`config.mk`:
```
export PLATFORM = sky130hd
export DESIGN_NAME = reg_file_wb
export DESIGN_NICKNAME = d
export VERILOG_FILES = /design/src/rtl/reg_file_wb.sv
export SDC_FILE = /design/constraint.sdc
export NUM_CORES = 1
export LEC_CHECK = 0
export ABC_AREA = 0
export CORE_ASPECT_RATIO = 2
export CORE_MARGIN = 2
export CORE_UTILIZATION = 43
export CTS_CLUSTER_SIZE = 14
export DETAILED_ROUTE_END_ITERATION = 16
export DONT_BUFFER_PORTS = 1
export GPL_TIMING_DRIVEN = 0
export PLACE_DENSITY = 0.69
export SETUP_SLACK_MARGIN = 0.05
export SYNTH_ARGS = -nofsm -noshare
export SYNTH_HDL_FRONTEND = slang
export SYNTH_SLANG_ARGS = --single-unit
```
`constraint.sdc`:
```
create_clock -name clk -period 3.1 [get_ports clk]
set_input_delay 0.62 -clock clk [delete_from_list [all_inputs] [get_ports clk]]
set_output_delay 0.62 -clock clk [all_outputs]
set_load 0.02 [all_outputs]
```
`src/rtl/reg_file_wb.sv`:
```
// reg_file_wb: architectural register file with a write-through bypass,
// a PC register at the top index, and a per-register pending-write
// scoreboard that produces busy/stall flags for the two read ports.
module reg_file_wb #(
   parameter int NREG = 8,
   parameter int DW   = 16,
   localparam int AW  = (NREG > 1) ? $clog2(NREG) : 1
) (
   input  logic          clk,
   input  logic          resetn,
   input  logic          wb_en,
   input  logic [AW-1:0] wb_addr,
   input  logic [DW-1:0] wb_data,
   input  logic [AW-1:0] rd_addr_a,
   input  logic [AW-1:0] rd_addr_b,
   output logic [DW-1:0] rd_data_a,
   output logic [DW-1:0] rd_data_b,
   input  logic          pc_wr_en,
   input  logic [DW-1:0] pc_next,
   output logic [DW-1:0] pc_out,
   input  logic          issue_en,
   input  logic [AW-1:0] issue_dest,
   input  logic          flush,
   output logic          busy_a,
   output logic          busy_b,
   output logic          stall,
   output logic          sb_err
);

   localparam logic [AW-1:0] PC_IDX = AW'(NREG - 1);

   logic [DW-1:0] regs          [NREG];
   logic [1:0]    pend_cnt      [NREG];
   logic [1:0]    pend_cnt_next [NREG];
   logic [NREG-1:0] inc_hit;
   logic [NREG-1:0] dec_hit;
   logic            err_set;
   logic            wb_hits_pc;

   assign wb_hits_pc = wb_en && (wb_addr == PC_IDX);

   // Decode which registers are being marked pending (issue) and which are
   // being resolved (write-back) this cycle.
   always_comb begin
      inc_hit = '0;
      dec_hit = '0;
      for (int r = 0; r < NREG; r++) begin
         inc_hit[r] = issue_en && (issue_dest == AW'(r));
         dec_hit[r] = wb_en && (wb_addr == AW'(r));
      end
   end

   // Next pending count per register; saturating at both ends, where a
   // saturated update instead raises the scoreboard error.
   always_comb begin
      err_set = 1'b0;
      for (int r = 0; r < NREG; r++) begin
         pend_cnt_next[r] = pend_cnt[r];
         if (inc_hit[r] && !dec_hit[r]) begin
            if (pend_cnt[r] == 2'd3) begin
               err_set = 1'b1;
            end else begin
               pend_cnt_next[r] = pend_cnt[r] + 2'd1;
            end
         end else if (dec_hit[r] && !inc_hit[r]) begin
            if (pend_cnt[r] == 2'd0) begin
               err_set = 1'b1;
            end else begin
               pend_cnt_next[r] = pend_cnt[r] - 2'd1;
            end
         end
      end
   end

   // Register storage; a write-back to the PC slot beats a sequential PC update.
   always_ff @(posedge clk) begin
      if (!resetn) begin
         for (int r = 0; r < NREG; r++) begin
            regs[r] <= '0;
         end
      end else begin
         if (wb_en) begin
            regs[wb_addr] <= wb_data;
         end
         if (pc_wr_en && !wb_hits_pc) begin
            regs[PC_IDX] <= pc_next;
         end
      end
   end

   // Pending counters; a flush discards every outstanding mark.
   always_ff @(posedge clk) begin
      if (!resetn) begin
         for (int r = 0; r < NREG; r++) begin
            pend_cnt[r] <= 2'd0;
         end
      end else begin
         for (int r = 0; r < NREG; r++) begin
            pend_cnt[r] <= flush ? 2'd0 : pend_cnt_next[r];
         end
      end
   end

   // Sticky scoreboard error; a flush overrides the counter effects of the
   // same cycle, so saturation is not flagged then, and only reset clears it.
   always_ff @(posedge clk) begin
      if (!resetn) begin
         sb_err <= 1'b0;
      end else if (err_set && !flush) begin
         sb_err <= 1'b1;
      end
   end

   assign rd_data_a = (wb_en && (wb_addr == rd_addr_a)) ? wb_data : regs[rd_addr_a];
   assign rd_data_b = (wb_en && (wb_addr == rd_addr_b)) ? wb_data : regs[rd_addr_b];
   assign pc_out    = regs[PC_IDX];

   assign busy_a = (pend_cnt[rd_addr_a] != 2'd0) &&
                   !((pend_cnt[rd_addr_a] == 2'd1) && wb_en && (wb_addr == rd_addr_a));
   assign busy_b = (pend_cnt[rd_addr_b] != 2'd0) &&
                   !((pend_cnt[rd_addr_b] == 2'd1) && wb_en && (wb_addr == rd_addr_b));
   assign stall  = busy_a || busy_b;

endmodule

```
==> metrics list, run 1 <==
* Combinational family with the most area after synthesis: multiplexers
* Fmax: approximately 0.33 GHz
- The clock passes through at most 2 buffers.
- Gate count of the mapped netlist: 683
- Basic-gate share of the synthesized area counting and, or, nand and nor cells: 0.156
- The later pin in the worst-skew pair is clocked with a latency of about 0.43 ns.
- Final antenna-violating net count: 0
- Total DRC errors in the routed layout: 0
* Leftover overflow at the end of global routing: 0
- Average via count per standard cell: slightly above 6
- Share of the cycle needed by the critical path after routing: 0.975
- Total die area: approximately 0.021 mm²
* Synth Cell Area: approximately 0.0086 mm²
* Wire length of the first global-routing pass: 37,900 µm
- Across every metal layer, demand over resource in global routing totals 0.248.
- Std cell rows: 73
- Entering global routing, the biggest net connects 17 pins.
* FF-to-FF End: sb_err
- Final Power: ~5000 µW
- For the pin with the worst max-slew slack, the measured transition is 0.931 ns.
- Reg2Reg Setup Slack: about 1.6 ns
- Run status: complete, no violations
- The repair_antennas step left the layout with diodes totalling 0.
- Count of yosys warnings during synthesis: 0
- Cts hold-fix bufs: 0
- Count of fill cells added during filler insertion: roughly 1,700
- After detailed routing, the average wire length per cell comes to 26.5 µm.
- For the worst setup path, the data arrival time is about 2.4 ns.
* Final setup margin: 0.0762 ns
* Final setup violation count: 0
- The analysis attributes to cell leakage a power of ~0.0035 µW.
- Timing startpoint of the critical path: rd_addr_b[1]
- Dividing total power by cell area gives a power density of roughly 530 mW/mm².
- The detailed router finished its first iteration with 597 violations.
- Maximum fanout count along the critical path: 10
- DP Worst Slack: -0.117 ns
- The worst pin sits at a relative slew slack of 0.377.
- Unrepaired setup endpoints after global routing: true
- Clock tree from TritonCTS: done
- Measured against the total synthesized area, the mux share comes to 0.226.
* Final critical delay including setup and external delays: around 3 ns
- Peak VDD IR: between 0.0003 and 0.0004 V
- I/O pin cnt: between 100 and 150
- WS Path Type: in -> out
* Drt first pass iters: 5
* Crit. End Element: output pin
- After synthesis, the netlist uses 34 different library cells.
- The worst register-to-register path begins at pend_cnt[3][1].
* Hold violation count in the final report: 0
* Mean Syn Cell Area: around 13 µm²
- CP required: around 2.5 ns
* Clock slew seen by the registers of the worst setup and hold paths: 0.06 ns
- The share of the Yosys chip area taken by registers is 0.484.
* Height of the chip: between 200 and 250 µm
- Summing over every cut layer, the via total after detailed routing is around 6,000.
* Fraction of synthesized cell area in xor and xnor cells: 0.00608
* Die boundary width: 104 µm
* Number of cells traversed by the worst register-to-register path: 5
- Between clock sinks in the finished design, the worst skew comes to roughly 0.0084 ns.
- Counting the buffers created by CTS gives 17.
- In the final design database the tool counted approximately 770 nets.
- The synthesized design contains about 150 register bits.
* Num Clock Sinks: ~150
- Buffers on Ports: 0
- CTS H-tree lvls: 4
* Share of cells above drive strength 1: 0.178
- The via count of the first global-routing pass came to ~6,200.
* Mapped Nets: ~750
- RD Place Congestion: 0.967
- Of the total synthesized cell area, the portion taken by full adders, half adders and majority gates is 0.0232.
- The number of max-slew violations in the final report was 0.
- STA classifies the critical path startpoint as an input port.
- Number of buffers inserted by post-CTS setup repair: 0
* Wirelength, routed: approximately 26,000 µm
- Layout Area Growth over Synthesis: 10.6%
- The tree is rooted in a sky130_fd_sc_hd__clkbuf_16.
* Worst hold-check path type: in -> reg
- The floorplan step defined a core boundary enclosing 0.0198 mm².
- Initial core utilization: 0.436
- Number of maximum-capacitance violations: 0
- The complex-gate fraction of the synthesized area is 0.0692.
- The HPWL after detailed placement is 19,300 µm.
* Final cell utilization of the core: 0.482
- CP Capture Point: rd_data_b[0]
* Initial antenna violation count: 0
registers in the layout, indices dropped and copies added (netlist names):
| signal | flops |
|---|---|
| pend_cnt | 16 |
| regs | 128 |
| sb_err | 1 |
per-layer routing:
layer / part of all wire / vias up / global-route usage
li1: - / 2606 / -
met4: 0.060 / 0 / 0.144
met2: 0.55 / 324 / 0.458
met1: 0.32 / 2999 / 0.252
met3: 0.077 / 67 / 0.0601
met5: 0 / - / 0
what timing repair did:
action                                 CTS  global route
resized for setup                        3             4
pin swaps                                0             0
cloned                                   0             0
endpoints found under the hold margin    0             0
setup endpoints to repair               12             8
report_power, final:
group	total (µW)	switching (µW)	internal, µW
combinational	721	447	274
clock	2030	775	1260
sequential	2350	99.0	2260
worst min-delay path by stage:
stage,startpoint,end,slack [ns],depth (start not counted)
after CTS,wb_data[2],regs[6][2],0.38,1
after detailed placement,pend_cnt[2][1],pend_cnt[2][1],0.55,2
after global routing,wb_data[4],regs[5][4],0.37,1
after floorplan,pend_cnt[6][1],pend_cnt[6][0],0.49,2
final,wb_data[4],regs[3][4],0.39,1
after global placement,pend_cnt[6][1],pend_cnt[6][0],0.52,2
logic make-up (layout without fill, tap and decap cells):
kind of cell / count (synthesis) / count (layout)
mux: 105 / 105
flops: 145 / 145
xor+xnor: 6 / 6
compound gates: 100 / 100
fa+ha+maj: 16 / 16
simple gates: 243 / 243
buf+inv: 68 / 99
cells in the mapped netlist:
cell type	number	area, µm²
sky130_fd_sc_hd__a211oi_2	1	12.5
sky130_fd_sc_hd__dfxtp_1	17	340
sky130_fd_sc_hd__buf_6	2	22.5
sky130_fd_sc_hd__a21oi_1	45	225
sky130_fd_sc_hd__or2_1	1	6.26
sky130_fd_sc_hd__nor3_1	1	5.00
sky130_fd_sc_hd__nand2_1	26	97.6
sky130_fd_sc_hd__nor3_2	1	10.0
sky130_fd_sc_hd__and2_1	113	707
sky130_fd_sc_hd__clkbuf_1	24	90.1
sky130_fd_sc_hd__mux4_2	72	1620
sky130_fd_sc_hd__nor2_1	49	184
sky130_fd_sc_hd__o22ai_1	4	25.0
sky130_fd_sc_hd__nand3b_1	1	7.51
sky130_fd_sc_hd__mux2i_1	33	330
sky130_fd_sc_hd__and2b_1	1	7.51
sky130_fd_sc_hd__nand3_1	9	45.0
sky130_fd_sc_hd__xnor2_1	6	52.6
sky130_fd_sc_hd__inv_1	22	82.6
sky130_fd_sc_hd__buf_2	11	55.1
sky130_fd_sc_hd__nand2b_1	13	81.3
sky130_fd_sc_hd__buf_1	2	7.51
sky130_fd_sc_hd__a31oi_1	9	56.3
sky130_fd_sc_hd__edfxtp_1	128	3840
sky130_fd_sc_hd__nor4b_1	8	70.1
sky130_fd_sc_hd__a211oi_1	1	7.51
sky130_fd_sc_hd__o21ai_0	21	105
sky130_fd_sc_hd__ha_1	16	200
sky130_fd_sc_hd__and3_1	2	12.5
sky130_fd_sc_hd__nand4_1	6	37.5
sky130_fd_sc_hd__a221oi_1	3	26.3
sky130_fd_sc_hd__buf_4	7	52.6
sky130_fd_sc_hd__nor2b_1	12	75.1
sky130_fd_sc_hd__a22o_1	16	140
cells in the final DEF, fill, tap and decap left out, types with 2 or more instances in the layout:
cell and instances:
sky130_fd_sc_hd__a21oi_1 43, sky130_fd_sc_hd__ha_1 16, sky130_fd_sc_hd__clkinv_2 2, sky130_fd_sc_hd__clkinvlp_4 4
sky130_fd_sc_hd__nor2b_1 12, sky130_fd_sc_hd__nor4b_1 8, sky130_fd_sc_hd__clkbuf_1 24, sky130_fd_sc_hd__a221oi_1 3
sky130_fd_sc_hd__and3_1 2, sky130_fd_sc_hd__dfxtp_1 17, sky130_fd_sc_hd__mux4_2 72, sky130_fd_sc_hd__buf_4 7
sky130_fd_sc_hd__nor2_1 49, sky130_fd_sc_hd__a22o_1 16, sky130_fd_sc_hd__a31oi_1 9, sky130_fd_sc_hd__xnor2_1 6
sky130_fd_sc_hd__and2_1 113, sky130_fd_sc_hd__nand2_1 26, sky130_fd_sc_hd__inv_1 22, sky130_fd_sc_hd__buf_6 2
sky130_fd_sc_hd__clkbuf_16 17, sky130_fd_sc_hd__o21ai_0 21, sky130_fd_sc_hd__nand4_1 6, sky130_fd_sc_hd__buf_2 11
sky130_fd_sc_hd__edfxtp_1 128, sky130_fd_sc_hd__o22ai_1 4, sky130_fd_sc_hd__nand2b_1 13, sky130_fd_sc_hd__mux2i_1 33
sky130_fd_sc_hd__a21oi_2 2, sky130_fd_sc_hd__nand3_1 9, sky130_fd_sc_hd__bufinv_16 3, sky130_fd_sc_hd__buf_1 2
sky130_fd_sc_hd__clkbuf_2 4
through the flow:
step	cells	area [µm²]	hold slack [ns]	TNS [ns]
after floorplan	683	8640	0.487	0
after global placement	945	8970	0.524	-0.129
after detailed placement	945	8970	0.549	-0.639
after CTS	976	9550	0.378	0
after global routing	976	9560	0.371	0
final	976	9560	0.386	0
final cells by class:
class	count	area [µm²]	share of cell area
flip-flops and latches	145	4180	0.438
multi-input cells	470	4160	0.435
clock buffers	21	440	0.0461
well taps	262	328	0.0343
plain buffers	46	233	0.0243
clock inverters	10	139	0.0145
inverters	22	82.6	0.00864
worst max-delay path: stages:
cell	delay, ns
sky130_fd_sc_hd__buf_4	0.19
sky130_fd_sc_hd__clkbuf_1	0.57
sky130_fd_sc_hd__mux4_2	0.37
sky130_fd_sc_hd__mux2i_1	0.08
sky130_fd_sc_hd__a21oi_1	0.55
Note: power is estimated with default switching activity, not from simulation.
==> run 2: changes to the inputs <==
CORE_UTILIZATION = 55   (was 43)
PLACE_DENSITY = 0.81   (was 0.69)
==> metrics list, run 2 (synthesized netlist as in run 1, its figures left out) <==
* Hpwl dp: 18,400 µm
- Initial antenna violation count: 0
* Initial core utilization: 0.562
- Std-Cell Core Area: 0.0154 mm²
- Headroom to the max-slew limit came out at 0.404.
* Total die area: ~0.017 mm²
* Number of cells traversed by the worst register-to-register path: 5
- After clock tree synthesis, the clock-pin slew on the worst setup and hold paths is roughly 0.06 ns.
* Average via count per standard cell: 6.77
- CP required: ~2.5 ns
- Once detail routing completed, the nets flagged for antenna violations numbered 0.
- Kind of cell adding the most delay to the critical path: buffers and inverters
- Delay of the slowest cell on the worst path: 0.54 ns
- between 100 and 150 I/O pins were placed.
- Power per unit of standard cell area: 543 mW/mm²
* Final Power: 5150 µW
- Relative to the synthesized area, the layout overhead comes to 9.81%.
* Number of global-route vias before repair: approximately 6,500
- Actual transition at the worst max-transition pin: roughly 0.89 ns
- Of all nets on the critical path, the largest fanout is 10.
* Peak VDD IR: 0.000395 V
- WP buf/inv: 2
- Unrepaired setup endpoints after global routing: false
- In this run the tool buffered the top-level ports with 0 buffer cells.
* Largest registers: regs (128), pend_cnt (16), sb_err (1)
* Share of the cycle needed by the critical path after routing: 0.973
- The clock reaches the later pin of the worst-skew pair after about 0.42 ns.
- The total overflow left after global routing is 0.
- The number of max-slew violations in the final report was 0.
* Height of the chip: approximately 180 µm
- For this run, the total global-route usage over all layers was measured as 0.307.
* Aggregate negative setup slack: 0 ns
* Final setup violation count: 0
* Number of maximum-capacitance violations: 0
- Data arrival time of the critical path: about 2.4 ns
- The floorplan has 64 rows.
- Buffers added to address setup during post-CTS repair amount to 0.
* Via Count: slightly above 6,000
- CP cell instances: buf_4 -> clkbuf_1 -> mux4_2 -> mux2i_1 -> a21oi_1
* Number of flip-flops in the largest register: ~130
- Number of buffers on the longest clock path: 2
- Total DRC errors in the routed layout: 0
* Largest net degree at the start of global routing: 17
- Wire length of the first global-routing pass: between 30,000 and 40,000 µm
- FF-to-FF End: sb_err
- In this run the static leakage power is 0.00347 µW.
* Average routed wire per standard cell: 27.5 µm
- In the layout the commonest cells are sky130_fd_sc_hd__edfxtp_1 (128), sky130_fd_sc_hd__and2_1 (113), sky130_fd_sc_hd__mux4_2 (72).
* Master of the slowest instance on the critical path: sky130_fd_sc_hd__clkbuf_1
- Along the worst hold path, the cell count comes to 1.
- For this block, the routed nets add up to around 25,000 µm of wire.
- WS Path Type: in -> out
- Crit. End Element: output pin
- The worst path in the final design needs a cycle of just over 3 ns, including I/O delays and setup.
- Final instance area: 0.00949 mm²
- For hold timing, the worst endpoint is regs[0][13].
- The worst setup path is launched from an input port.
- For this run, the detailed router's first-pass iteration total came to 6.
- Num Clock Sinks: about 150
- Once placement finished, the instance area stood at ~0.0089 mm².
- Num CTS Buffers: 17
* Reg2Reg Setup Slack: ~1.5 ns
- The tightest min-delay check is of the in -> reg type.
- Launch instance of the worst register-to-register path: pend_cnt[3][0]
- Number of inserted diodes: 0
- Most flops, register: regs
* Clk root buf: sky130_fd_sc_hd__clkbuf_16
- Hold violation count in the final report: 0
* Fmax: 0.331 GHz
- Of the cells placed in the final design, the portion with a size suffix greater than 1 is 0.180.
- The detailed router finished its first iteration with ~730 violations.
- The die is approximately 90 µm wide.
- Run status: complete, no violations
* Count of fill cells added during filler insertion: approximately 1,200
- The congestion estimate from routability-driven global placement came to between 1 and 1.5.
- Final-stage net count: 768
- Leaving out fill and tap cells, the most frequent cell in the layout is sky130_fd_sc_hd__edfxtp_1.
- Maximum clock skew at final layout: between 0.006 and 0.007 ns
- The startpoint identified for the worst hold timing path is wb_data[13].
- CTS H-tree lvls: 4
- TritonCTS built the clock tree.
- Hold timing on the final database bottoms out at a slack of 0.395 ns.
-- run 2: what timing repair did --
item | 4_1_cts | 5_1_grt
endpoints found under the setup margin | 6 | 3
hold buffers | 0 | 0
resized for setup | 2 | 4
-- run 2: per-stage QoR --
step	setup slack [ns]	util	instances
final	0.0828	0.617	913
after global routing	0.0690	0.617	913
after CTS	0.0807	0.617	913
after detailed placement	-0.0236	0.578	881
after global placement	0.00533	0.578	881
after floorplan	0.519	-	683
-- run 2: worst register-to-register path: stages, from the launching register on --
cell	delay [ns]
sky130_fd_sc_hd__dfxtp_1	0.39
sky130_fd_sc_hd__nor4b_1	0.65
sky130_fd_sc_hd__a31oi_1	0.08
sky130_fd_sc_hd__nand4_1	0.20
sky130_fd_sc_hd__nor2_1	0.07
sky130_fd_sc_hd__o21ai_0	0.13
-- run 2: report_power, final --
group,switching (µW),internal [µW],leakage [µW]
clock network,873,1210,0.000284
registers,103,2250,0.00139
logic,438,272,0.00180
-- run 2: how the worst max path moves through the flow --
stage                          endpoint  cells past startpoint  slack (ns)          from
final                      rd_data_b[1]                      5        0.08  rd_addr_b[1]
after global placement     rd_data_a[1]                      5       0.005  rd_addr_a[1]
after floorplan                   stall                      5        0.52  rd_addr_b[0]
after global routing       rd_data_b[0]                      5        0.07  rd_addr_b[1]
after CTS                  rd_data_a[5]                      5        0.08  rd_addr_a[1]
after detailed placement  rd_data_a[14]                      5       -0.02  rd_addr_a[1]
-- run 2: final cells by class --
class | count | area (µm²) | share of cell area
clock buffer | 17 | 425 | 0.0448
buffer | 46 | 233 | 0.0245
inverter | 22 | 82.6 | 0.00870
multi-input combinational | 470 | 4150 | 0.437
tap | 198 | 248 | 0.0261
sequential | 145 | 4180 | 0.441
clock inverter | 15 | 170 | 0.0179
-- run 2: routing by layer --
layer	GRT usage	vias to the layer above	share of wire
met4	0.230	0	0.086
met5	0	-	0
li1	-	2622	-
met3	0.0696	112	0.087
met2	0.543	399	0.53
met1	0.303	3052	0.29
